===== config.mk =====
export PLATFORM = sky130hd
export DESIGN_NAME = sm_mcu_vs_swap_ctrl
export DESIGN_NICKNAME = d
export VERILOG_FILES = /design/src/rtl/sm_mcu_vs_swap_ctrl.sv
export SDC_FILE = /design/constraint.sdc
export NUM_CORES = 1
export LEC_CHECK = 0
export CORE_AREA = 5 5 81 83
export CTS_CLUSTER_SIZE = 40
export DETAILED_ROUTE_END_ITERATION = 8
export DIE_AREA = 0 0 86 88
export PLACE_DENSITY = 0.68
export SETUP_SLACK_MARGIN = 0.1
export SYNTH_ARGS = -nofsm -noshare
export SYNTH_HDL_FRONTEND = slang
export SYNTH_SLANG_ARGS = --single-unit

===== constraint.sdc =====
create_clock -name clk -period 3.3 [get_ports clk]
set_input_delay 0.66 -clock clk [delete_from_list [all_inputs] [get_ports clk]]
set_output_delay 0.66 -clock clk [all_outputs]
set_load 0.02 [all_outputs]

===== src/rtl/sm_mcu_vs_swap_ctrl.sv =====
// rtl/sm_mcu_vs_swap_ctrl.sv - VS-synchronised double-buffer swap controller with Avalon-MM slave
//
// Ports:
//   clk, reset          rising-edge clock, synchronous active-high reset
//   address[1:0]        register select: 0 CTRL, 1 FRAME, 2 MASK, 3 EVENT
//   chipselect, write_n Avalon-MM slave select and active-low write strobe
//   writedata[31:0]     write data
//   readdata[31:0]      registered read data, one cycle after address
//   irq                 |(event & mask)
//   vs_in               raw asynchronous vertical sync from panel timing
//   buf_sel             framebuffer currently scanned out
//   swap_pulse          one-cycle strobe in the cycle the swap is committed
module sm_mcu_vs_swap_ctrl #(
    parameter int CNT_W        = 16,
    parameter int IVL_W        = 4,
    parameter int EDGE_FALLING = 1
) (
    input  logic        clk,
    input  logic        reset,
    input  logic [1:0]  address,
    input  logic        chipselect,
    input  logic        write_n,
    input  logic [31:0] writedata,
    output logic [31:0] readdata,
    output logic        irq,
    input  logic        vs_in,
    output logic        buf_sel,
    output logic        swap_pulse
);

    typedef enum logic [1:0] {
        S_IDLE  = 2'd0,
        S_ARMED = 2'd1,
        S_SWAP  = 2'd2,
        S_DONE  = 2'd3
    } state_t;

    state_t             state;
    logic               vs_d1;
    logic               vs_d2;
    logic               vs_edge;
    logic [CNT_W-1:0]   frame_cnt;
    logic [IVL_W-1:0]   interval;
    logic [IVL_W-1:0]   wait_cnt;
    logic [IVL_W-1:0]   load_cnt;
    logic [1:0]         irq_mask;
    logic [1:0]         event_r;
    logic [1:0]         event_clr;
    logic [1:0]         event_set;
    logic               wr;
    logic               arm_wr;
    logic               busy;
    logic               unused_ok;

    // vs_edge is decoded from the two synchroniser flops, so it is high for
    // exactly one cycle right after the new VS level lands in vs_d1.
    assign vs_edge = (EDGE_FALLING != 0) ? (~vs_d1 & vs_d2) : (vs_d1 & ~vs_d2);

    assign wr       = chipselect & ~write_n;
    assign arm_wr   = wr && (address == 2'd0) && writedata[0];
    assign busy     = (state != S_IDLE);
    assign load_cnt = (interval == '0) ? IVL_W'(1) : interval;

    // Hardware set beats a simultaneous software clear, so no event is lost.
    assign event_clr = (wr && (address == 2'd3)) ? writedata[1:0] : 2'b00;
    assign event_set = {vs_edge, (state == S_SWAP)};

    assign irq = |(event_r & irq_mask);

    assign unused_ok = &{1'b0, writedata[31:IVL_W]};

    always_ff @(posedge clk) begin
        if (reset) begin
            state      <= S_IDLE;
            vs_d1      <= 1'b0;
            vs_d2      <= 1'b0;
            frame_cnt  <= '0;
            interval   <= '0;
            wait_cnt   <= '0;
            irq_mask   <= 2'b00;
            event_r    <= 2'b00;
            buf_sel    <= 1'b0;
            swap_pulse <= 1'b0;
            readdata   <= 32'd0;
        end else begin
            vs_d1 <= vs_in;
            vs_d2 <= vs_d1;

            if (vs_edge) begin
                frame_cnt <= frame_cnt + CNT_W'(1);
            end

            if (wr && (address == 2'd1)) begin
                interval <= writedata[IVL_W-1:0];
            end
            if (wr && (address == 2'd2)) begin
                irq_mask <= writedata[1:0];
            end

            event_r <= (event_r & ~event_clr) | event_set;

            swap_pulse <= 1'b0;

            case (state)
                S_IDLE: begin
                    // An edge in the arming cycle is not counted: we are
                    // still idle when it is seen.
                    if (arm_wr) begin
                        state    <= S_ARMED;
                        wait_cnt <= load_cnt;
                    end
                end
                S_ARMED: begin
                    if (vs_edge) begin
                        wait_cnt <= wait_cnt - IVL_W'(1);
                        if (wait_cnt == IVL_W'(1)) begin
                            state      <= S_SWAP;
                            swap_pulse <= 1'b1;
                        end
                    end
                end
                S_SWAP: begin
                    state   <= S_DONE;
                    buf_sel <= ~buf_sel;
                end
                S_DONE: begin
                    state <= S_IDLE;
                end
                default: begin
                    state <= S_IDLE;
                end
            endcase

            case (address)
                2'd0:    readdata <= {29'd0, buf_sel, busy, 1'b0};
                2'd1:    readdata <= 32'(frame_cnt);
                2'd2:    readdata <= {30'd0, irq_mask};
                default: readdata <= {30'd0, event_r};
            endcase
        end
    end

endmodule


==> impl_metrics.json, run 1 <==
{
  "finalHoldViolCount": 0,
  "syn-instance-count": 235,
  "ys_types": 46,
  "r2r_cells": 5,
  "clockBufferDepth": 2,
  "drcViolationCount": 0,
  "grt_first_pass_wirelength_um": 7000,
  "vias_per_cell": 4.76,
  "antenna_found_initial": 0,
  "overflow": 0,
  "fin_skew_ns": 0.0106,
  "post_drt_wl_per_cell_um": 11.9,
  "p_leak_nw": 0.954,
  "grt_max_degree": 31,
  "drive_gt1_share_pct": 6.44,
  "ys_seq_area_share_pct": 45.4,
  "synth-edff-count": 0,
  "routed_wirelength_um": 4020,
  "core_sq_um": 5780,
  "max_cap_violations": 0,
  "end_kind": "output pin",
  "post-cts-setup-buffers": 0,
  "synthFlopType": "dfxtp_1",
  "grtUsageTotal_pct": 11.4,
  "dp_hpwl_um": 2920,
  "htreeDepth": 2,
  "setup_violations": 0,
  "holdCritStartpoint": "frame_cnt[14]",
  "outcome": "finished, final reports clean",
  "yosys_warnings": 0,
  "tns_ns": 0,
  "critPathRequiredTime_ns": 2.64,
  "hp-class": "reg2reg",
  "max_freq_mhz": 481,
  "numClockSinks": 50,
  "grt_setup_unrepaired": "no",
  "drt_first_iter_violations": 53,
  "cts_tree": "built",
  "vias": 1612,
  "syn_area_sq_um": 2200,
  "dieHeight_um": 88,
  "cts_buffers": 5,
  "area_delta_synth_final_pct": 17.5,
  "critical-path-top-delay-family": "buffers and inverters",
  "numPortBuffers": 29,
  "min_to": "frame_cnt[14]",
  "final-max-slew-violation-count": 0,
  "yosys_register_bits": 50,
  "syn_area_per_cell_sq_um": 9.38,
  "postCtsResizedCells": 0,
  "ant_nets": 0,
  "holdWs_ns": 0.489,
  "reg2reg_slack_ns": 1.57,
  "die_w_um": 86,
  "std_cell_rows": 28,
  "routabilityCongestion": 0.830,
  "clock_latency_ns": 0.30,
  "timing.final.crit_period_ns": 2.08,
  "whs_path_depth": 2,
  "worst-setup-path-type": "reg2out",
  "die_area_sq_um": 7570,
  "path_cells": "a22o_1, clkdlybuf4s50_1",
  "r2r_start": "wait_cnt[0]",
  "grt_pass1_vias": 1554,
  "powerDensity_nw_per_um2": 483,
  "ioPinCount": 74,
  "initial_core_util_pct": 38.1,
  "firstDrtPassIters": 4,
  "startpoint_type": "flop",
  "slowest_delay_ns": 0.60,
  "fin_crit_sh_pct": 63.0,
  "path_clk_slew_ns": 0.09,
  "crit_fanout": 3,
  "worst_path_max_delay_cell": "clkdlybuf4s50_1",
  "cts-root-buf": "clkbuf_8",
  "worst_r2r_endpoint": "state[1]",
  "diodes": 0,
  "ir_drop_mv": 0.287,
  "path_buf_inv": 1,
  "crit_arrival_ns": 1.42,
  "postSynth.asyncResetShare_pct": 0,
  "nets": 309,
  "hold_buffers": 0
}
==> worst min-delay path, stage by stage (launching register included) <==
cell     delay, ns
dfxtp_1       0.32
o21ai_0       0.07
a21oi_1       0.06
==> how the worst max path moves through the flow <==
stage,start,end,cells past startpoint
2_1_floorplan,address[0],interval[0],5
3_3_place_gp,address[0],interval[3],5
4_1_cts,irq_mask[1],irq,2
3_5_place_dp,address[0],interval[3],5
5_1_grt,address[0],interval[3],5
6_report,irq_mask[1],irq,2
==> report_power, final <==
part           switching, mW  total, mW  internal [mW]
Clock                  0.198      0.343          0.145
Sequential            0.0252      0.653          0.628
Combinational          0.148      0.255          0.107
==> stage by stage <==
| step | worst slack (ns) | instance area, sq um | std cells | utilization, % | power, mW |
|---|---|---|---|---|---|
| 6_report | 1.22 | 2590 | 339 | 44.8 | 1.25 |
| 5_1_grt | 1.10 | 2590 | 339 | 44.8 | 1.34 |
| 4_1_cts | 1.21 | 2590 | 339 | 44.8 | 1.27 |
| 3_5_place_dp | 0.914 | 2500 | 332 | 43.3 | 0.923 |
| 3_3_place_gp | 0.908 | 2500 | 332 | 43.3 | 0.919 |
| 2_1_floorplan | 1.53 | 2260 | 250 | - | 0.878 |
==> state kept, by name, summed over array words and instances (netlist names) <==
name	cells
vs_d1	1
state	2
readdata	16
frame_cnt	16
interval	4
wait_cnt	4
swap_pulse	1
event_r	2
vs_d2	1
irq_mask	2
buf_sel	1
==> synthesized netlist by cell type (2+ instances only) <==
cell type,n,share of area [%]
a211oi_1,2,0.68
a21oi_1,9,2.0
and2_1,11,3.1
buf_1,3,0.51
buf_4,16,5.5
clkbuf_1,4,0.68
dfxtp_1,50,45
ha_1,6,3.4
inv_1,11,1.9
mux2i_1,11,5.0
nand2_1,10,1.7
nand2b_1,3,0.85
nand3_1,4,0.91
nand3b_1,2,0.68
nand4_1,5,1.4
nor2_1,24,4.1
nor2b_1,4,1.1
nor3_1,8,1.8
nor4_1,5,1.4
o21ai_0,6,1.4
o31ai_1,3,1.0
or3_1,4,1.1
or3_4,2,1.0
xnor2_1,9,3.6
xor2_1,2,0.80
==> metal layers <==
layer | up-vias | wire length (um) | track usage [%]
li1 | 829 | - | -
met2 | 44 | 1850 | 18.4
met1 | 733 | 1870 | 14.6
met3 | 6 | 269 | 3.01
met4 | 0 | 33 | 4.46
met5 | - | 0 | 0
==> final cells by class <==
type / instances / area (sq um)
Tap cell: 75 / 93.8
Timing Repair Buffer: 30 / 298
Sequential cell: 50 / 1000
Inverter: 11 / 41.3
Fill cell: 570 / 3190
Multi-Input combinational cell: 166 / 1070
Clock inverter: 2 / 15.0
Clock buffer: 5 / 68.8
==> cell families after synthesis <==
logic type | share of synthesized area, %
adder cells (fa/ha/maj) | 3.41
other | 0.170
flip-flops | 45.4
buffers and inverters | 8.52
multiplexers | 6.53
XOR/XNOR | 4.37
AND/OR/NAND/NOR | 22.7
AO/OA/AOI/OAI | 8.92
==> cells in the final DEF (no fill, tap or decap), drive strengths merged, types with 2 or more instances in the layout <==
master / n
dfxtp: 50
clkdlybuf4s50: 29
nor2: 24
conb: 16
inv: 11
mux2i: 11
and2: 11
nand2: 11
a21oi: 9
xnor2: 9
nor3: 8
o21ai: 7
ha: 6
or3: 6
nand4: 5
nor4: 5
clkbuf: 5
nor2b: 4
nand3: 4
nand2b: 3
o31ai: 3
nand3b: 3
a211oi: 2
xor2: 2
clkinvlp: 2
Note: power is estimated with default switching activity, not from simulation.
==> run 2: changes to the inputs <==
==> constraint.sdc (replaced) <==
create_clock -name clk -period 2.18 [get_ports clk]
set_input_delay 0.436 -clock clk [delete_from_list [all_inputs] [get_ports clk]]
set_output_delay 0.436 -clock clk [all_outputs]
set_load 0.02 [all_outputs]
==> impl_metrics.json, run 2 (synthesis gave the netlist of run 1 again) <==
{
  "outcome": "finished, final reports clean",
  "p_comb_share_pct": 20.4,
  "max_freq_mhz": 539,
  "postCtsResizedCells": 0,
  "routabilityCongestion": 0.834,
  "cts-root-buf": "clkbuf_8",
  "path_cells": "a22o_1, clkdlybuf4s50_1",
  "p_int_mw": 1.37,
  "ir_drop_mv": 0.348,
  "post-cts-setup-buffers": 0,
  "timing.final.crit_period_ns": 1.85,
  "path_clk_slew_ns": 0.09,
  "pwr-share-seq_pct": 50.7,
  "core_sq_um": 5780,
  "top_layer": "met4",
  "critPathRequiredTime_ns": 1.74,
  "finalHoldViolCount": 0,
  "powerDensity_nw_per_um2": 740,
  "ant_nets": 0,
  "slew_headroom_pct": 66.0,
  "crit_arrival_ns": 1.42,
  "holdWs_ns": 0.497,
  "tns_ns": 0,
  "antenna_found_initial": 0,
  "path_buf_inv": 1,
  "std_cell_rows": 28,
  "die_w_um": 86,
  "drt_first_iter_violations": 68,
  "p_total_mw": 1.95,
  "clockBufferDepth": 2,
  "hp-class": "reg2reg",
  "drive_gt1_share_pct": 8.52,
  "grtUsageTotal_pct": 11.4,
  "numPortBuffers": 29,
  "firstDrtPassIters": 4,
  "netSwitchingPower_uw": 578,
  "routed_wirelength_um": 4070,
  "diodes": 0,
  "fillers": 581,
  "vias_per_cell": 4.81,
  "worst_pin_slew_ns": 0.508,
  "end_kind": "output pin",
  "area_delta_synth_final_pct": 19.7,
  "reg.largest.list": "frame_cnt x16, readdata x16",
  "setup_violations": 0,
  "worst-setup-path-type": "reg2out",
  "cts_buffers": 5,
  "post_drt_wl_per_cell_um": 11.8,
  "cts_tree": "built",
  "place_ws_ns": 0.173,
  "final_cell_mix": "50 x dfxtp_1, 29 x clkdlybuf4s50_1, 24 x nor2_1",
  "max_cap_violations": 0,
  "ioPinCount": 74,
  "crit_fanout": 3,
  "dieHeight_um": 88,
  "wl_met3_um": 252,
  "drcViolationCount": 0,
  "startpoint_type": "flop",
  "nets": 314,
  "grt_max_degree": 16,
  "final_common_cell": "dfxtp_1",
  "critical-path-top-delay-family": "buffers and inverters",
  "grt_first_pass_wirelength_um": 6950,
  "dp_hpwl_um": 3020,
  "vias": 1660,
  "worst_path_max_delay_cell": "clkdlybuf4s50_1",
  "initial_core_util_pct": 38.1,
  "die_area_sq_um": 7570,
  "grt_setup_unrepaired": "no",
  "clock_latency_ns": 0.30,
  "pwr-share-clk_pct": 28.9,
  "slowest_delay_ns": 0.60,
  "htreeDepth": 2,
  "sw_frac_of_total_pct": 29.6,
  "routedLengthMet1_um": 1900,
  "hold_buffers": 0,
  "grt_pass1_vias": 1549,
  "fin_ws_ns": 0.325,
  "numClockSinks": 50,
  "final-max-slew-violation-count": 0,
  "overflow": 0,
  "fin_crit_sh_pct": 85.1,
  "fin_skew_ns": 0.00923,
  "wl_met2_um": 1860,
  "p_leak_nw": 0.989
}
==> run 2: cell type report <==
cell class / instances / area, sq um / area share [%]
well taps: 75 / 93.8 / 3.56
multi-input cells: 166 / 1070 / 40.6
inverters: 11 / 41.3 / 1.57
repair buffers: 35 / 335 / 12.7
flip-flops and latches: 50 / 1000 / 38.0
clock inverters: 2 / 12.5 / 0.474
clock buffers: 6 / 82.6 / 3.13
==> run 2: metrics by stage <==
stage / cells / utilization (%) / area [sq um]
2_1_floorplan: 250 / - / 2260
4_1_cts: 345 / 45.6 / 2640
5_1_grt: 345 / 45.6 / 2640
3_3_place_gp: 337 / 44.0 / 2540
3_5_place_dp: 337 / 44.0 / 2540
6_report: 345 / 45.6 / 2640
==> run 2: final timing paths <==
kind / start / end / slack, ns / depth (start not counted)
max reg2reg: wait_cnt[0] / state[1] / 0.40 / 5
max: event_r[1] / irq / 0.33 / 2
min reg2reg: frame_cnt[14] / frame_cnt[14] / 0.50 / 2
min: frame_cnt[14] / frame_cnt[14] / 0.50 / 2
==> run 2: routing by layer <==
| layer | GRT usage [%] | vias to the layer above |
|---|---|---|
| li1 | - | 845 |
| met1 | 14.2 | 772 |
| met2 | 19.1 | 37 |
| met3 | 3.01 | 6 |
| met4 | 3.88 | 0 |
| met5 | 0 | - |
==> run 2: power by group through the flow <==
stage	sequential (mW)	combinational, mW	clock (mW)
finish	0.989	0.399	0.563
global route	0.998	0.446	0.622
CTS	0.988	0.400	0.587
detailed placement	1.01	0.398	0
global placement	1.01	0.387	0
floorplan	1.01	0.323	0
==> run 2: worst register-to-register path: stages, from the launching register on <==
cell and delay (ns):
dfxtp_1 0.43, ha_1 0.17, or3b_2 0.46, o21ai_1 0.28, a211oi_1 0.13, a41o_1 0.21
==> run 3: changes to the inputs <==
--- a/config.mk
+++ b/config.mk
@@ -5,11 +5,12 @@
 export SDC_FILE = /design/constraint.sdc
 export NUM_CORES = 1
 export LEC_CHECK = 0
-export CORE_AREA = 5 5 81 83
+export ABC_AREA = 1
+export CORE_AREA = 5 5 83 85
 export CTS_CLUSTER_SIZE = 40
 export DETAILED_ROUTE_END_ITERATION = 8
-export DIE_AREA = 0 0 86 88
-export PLACE_DENSITY = 0.68
+export DIE_AREA = 0 0 88 90
+export PLACE_DENSITY = 0.67
 export SETUP_SLACK_MARGIN = 0.1
 export SYNTH_ARGS = -nofsm -noshare
 export SYNTH_HDL_FRONTEND = slang
==> impl_metrics.json, run 3 <==
{
  "p_leak_nw": 1.09,
  "drcViolationCount": 0,
  "post_drt_wl_per_cell_um": 10.7,
  "ys_seq_area_share_pct": 42.9,
  "vias": 1903,
  "cts_buffers": 5,
  "grt_first_pass_wirelength_um": 7810,
  "antenna_found_initial": 0,
  "routed_wirelength_um": 4490,
  "ioPinCount": 74,
  "nets": 388,
  "final_common_cell": "nand2_1",
  "clock_latency_ns": 0.30,
  "core_sq_um": 6130,
  "numPortBuffers": 29,
  "dp.cells": 413,
  "ant_nets": 0,
  "worst_path_max_delay_cell": "clkdlybuf4s50_1",
  "worst_r2r_endpoint": "frame_cnt[14]",
  "htreeDepth": 2,
  "initial_core_util_pct": 38.0,
  "setup_violations": 0,
  "synth_common_cells": "56 x nand2_1, 50 x dfxtp_1, 40 x inv_1, 34 x nor2_1, 21 x nand3_1",
  "fin_cells": 421,
  "path_buf_inv": 1,
  "r2r_cells": 7,
  "finalHoldViolCount": 0,
  "critPathRequiredTime_ns": 1.74,
  "drive_gt1_share_pct": 8.14,
  "hp-class": "reg2reg",
  "area_delta_synth_final_pct": 16.9,
  "powerDensity_nw_per_um2": 757,
  "crit_arrival_ns": 1.41,
  "routabilityCongestion": 0.790,
  "dpl_cell_area_sq_um": 2630,
  "slowest_delay_ns": 0.60,
  "final_cell_mix": "56 x nand2_1, 50 x dfxtp_1, 40 x inv_1",
  "synth-edff-count": 0,
  "numClockSinks": 50,
  "drt_first_iter_violations": 78,
  "critical-path-top-delay-family": "buffers and inverters",
  "startpoint_type": "flop",
  "whs_path_depth": 2,
  "worst-setup-path-type": "reg2out",
  "dp_hpwl_um": 3360,
  "end_kind": "output pin",
  "path_clk_slew_ns": 0.08,
  "fin_skew_ns": 0.00707,
  "reg.largest.list": "frame_cnt x16, readdata x16",
  "cts-root-buf": "clkbuf_8",
  "synthTopCellsByArea": "dfxtp_1 43%, nand2_1 9.0%, inv_1 6.4%, nor2_1 5.5%, buf_4 5.2%",
  "std_cell_rows": 29,
  "final-max-slew-violation-count": 0,
  "grt_max_degree": 21,
  "clockBufferDepth": 2,
  "post-cts-setup-buffers": 0,
  "firstDrtPassIters": 4,
  "die_w_um": 88,
  "ir_drop_mv": 0.293,
  "syn_area_per_cell_sq_um": 7.47,
  "cts_tree": "built",
  "synthFlopType": "dfxtp_1",
  "max_cap_violations": 0,
  "p_total_mw": 2.06,
  "syn_area_sq_um": 2330,
  "outcome": "finished, final reports clean",
  "die_area_sq_um": 7920,
  "syn-instance-count": 312,
  "crit_fanout": 3,
  "yosys_register_bits": 50,
  "timing.final.crit_period_ns": 1.85,
  "postCtsResizedCells": 0,
  "overflow": 0,
  "grt_setup_unrepaired": "no",
  "diodes": 0,
  "yosys.area.top_type": "dfxtp_1",
  "netlist.area_leader.share_pct": 42.9,
  "fin_area_sq_um": 2730,
  "r2r_start": "frame_cnt[1]",
  "grt_pass1_vias": 1750,
  "vias_per_cell": 4.52,
  "tns_ns": 0,
  "dieHeight_um": 90,
  "hold_buffers": 0,
  "holdCritStartpoint": "wait_cnt[1]",
  "ys_types": 29,
  "grtUsageTotal_pct": 12.2,
  "holdWs_ns": 0.463,
  "min_to": "wait_cnt[1]",
  "path_cells": "a22o_1, clkdlybuf4s50_1",
  "postSynth.asyncResetShare_pct": 0,
  "yosysMostFrequentCell": "nand2_1",
  "max_freq_mhz": 542,
  "yosys_warnings": 0,
  "reg2reg_slack_ns": 0.79,
  "fin_crit_sh_pct": 84.6
}
## run 3: cell count changes after synthesis, sizes merged, moves of 11 or more
cell,delta
nor2,+16
nand2,+49
inv,+32
nand3,+19
mux2i,-11
o21ai,+12
and2,-11
## run 3: how the worst max path moves through the flow
| stage | slack [ns] | depth (start not counted) | startpoint | end |
|---|---|---|---|---|
| final | 0.33 | 2 | event_r[1] | irq |
| after global routing | 0.27 | 2 | event_r[1] | irq |
| after CTS | 0.31 | 2 | event_r[1] | irq |
| after detailed placement | 0.31 | 5 | address[1] | irq_mask[1] |
| after global placement | 0.34 | 5 | address[1] | irq_mask[0] |
| after floorplan | 0.93 | 7 | wait_cnt[0] | wait_cnt[2] |
## run 3: report_power, final
part | total [mW] | switching [mW] | leakage [nW] | internal [mW]
clock network | 0.545 | 0.288 | 0.0482 | 0.256
registers | 1.01 | 0.0372 | 0.404 | 0.971
logic | 0.511 | 0.327 | 0.637 | 0.184
## run 3: per-layer routing
layer,up-vias,global-route usage [%],share of wire [%]
li1,1021,-,-
met1,840,15.5,48
met2,37,19.3,46
met3,5,3.66,5.0
met4,0,4.22,1.4
met5,-,0,0
## run 3: layout make-up
class	count	area [sq um]
Timing Repair Buffer	32	313
Clock inverter	1	5.00
Clock buffer	7	86.3
Inverter	43	161
Sequential cell	50	1000
Tap cell	77	96.3
Fill cell	642	3410
Multi-Input combinational cell	211	1060
## run 3: worst reg2reg max path, delay by kind of cell (launching register included)
family,cells,cell delay [ns]
buffers and inverters,1,0.04
adders and majority gates,1,0.17
and+or+nand+nor,5,0.72
DFF,1,0.40
## run 3: kinds of logic after synthesis
| group | after synthesis | share of synthesized area (%) |
|---|---|---|
| buf+inv | 66 | 13.9 |
| xor+xnor | 3 | 1.13 |
| flops | 50 | 42.9 |
| other cells | 1 | 0.161 |
| simple gates | 146 | 29.6 |
| fa+ha+maj | 6 | 3.22 |
| compound gates | 40 | 9.02 |
## run 3: stage by stage
step	utilization (%)	setup WS (ns)
6_report	44.4	0.335
2_1_floorplan	-	0.933
5_1_grt	44.4	0.265
4_1_cts	44.4	0.306
3_5_place_dp	43.0	0.313
3_3_place_gp	43.0	0.341
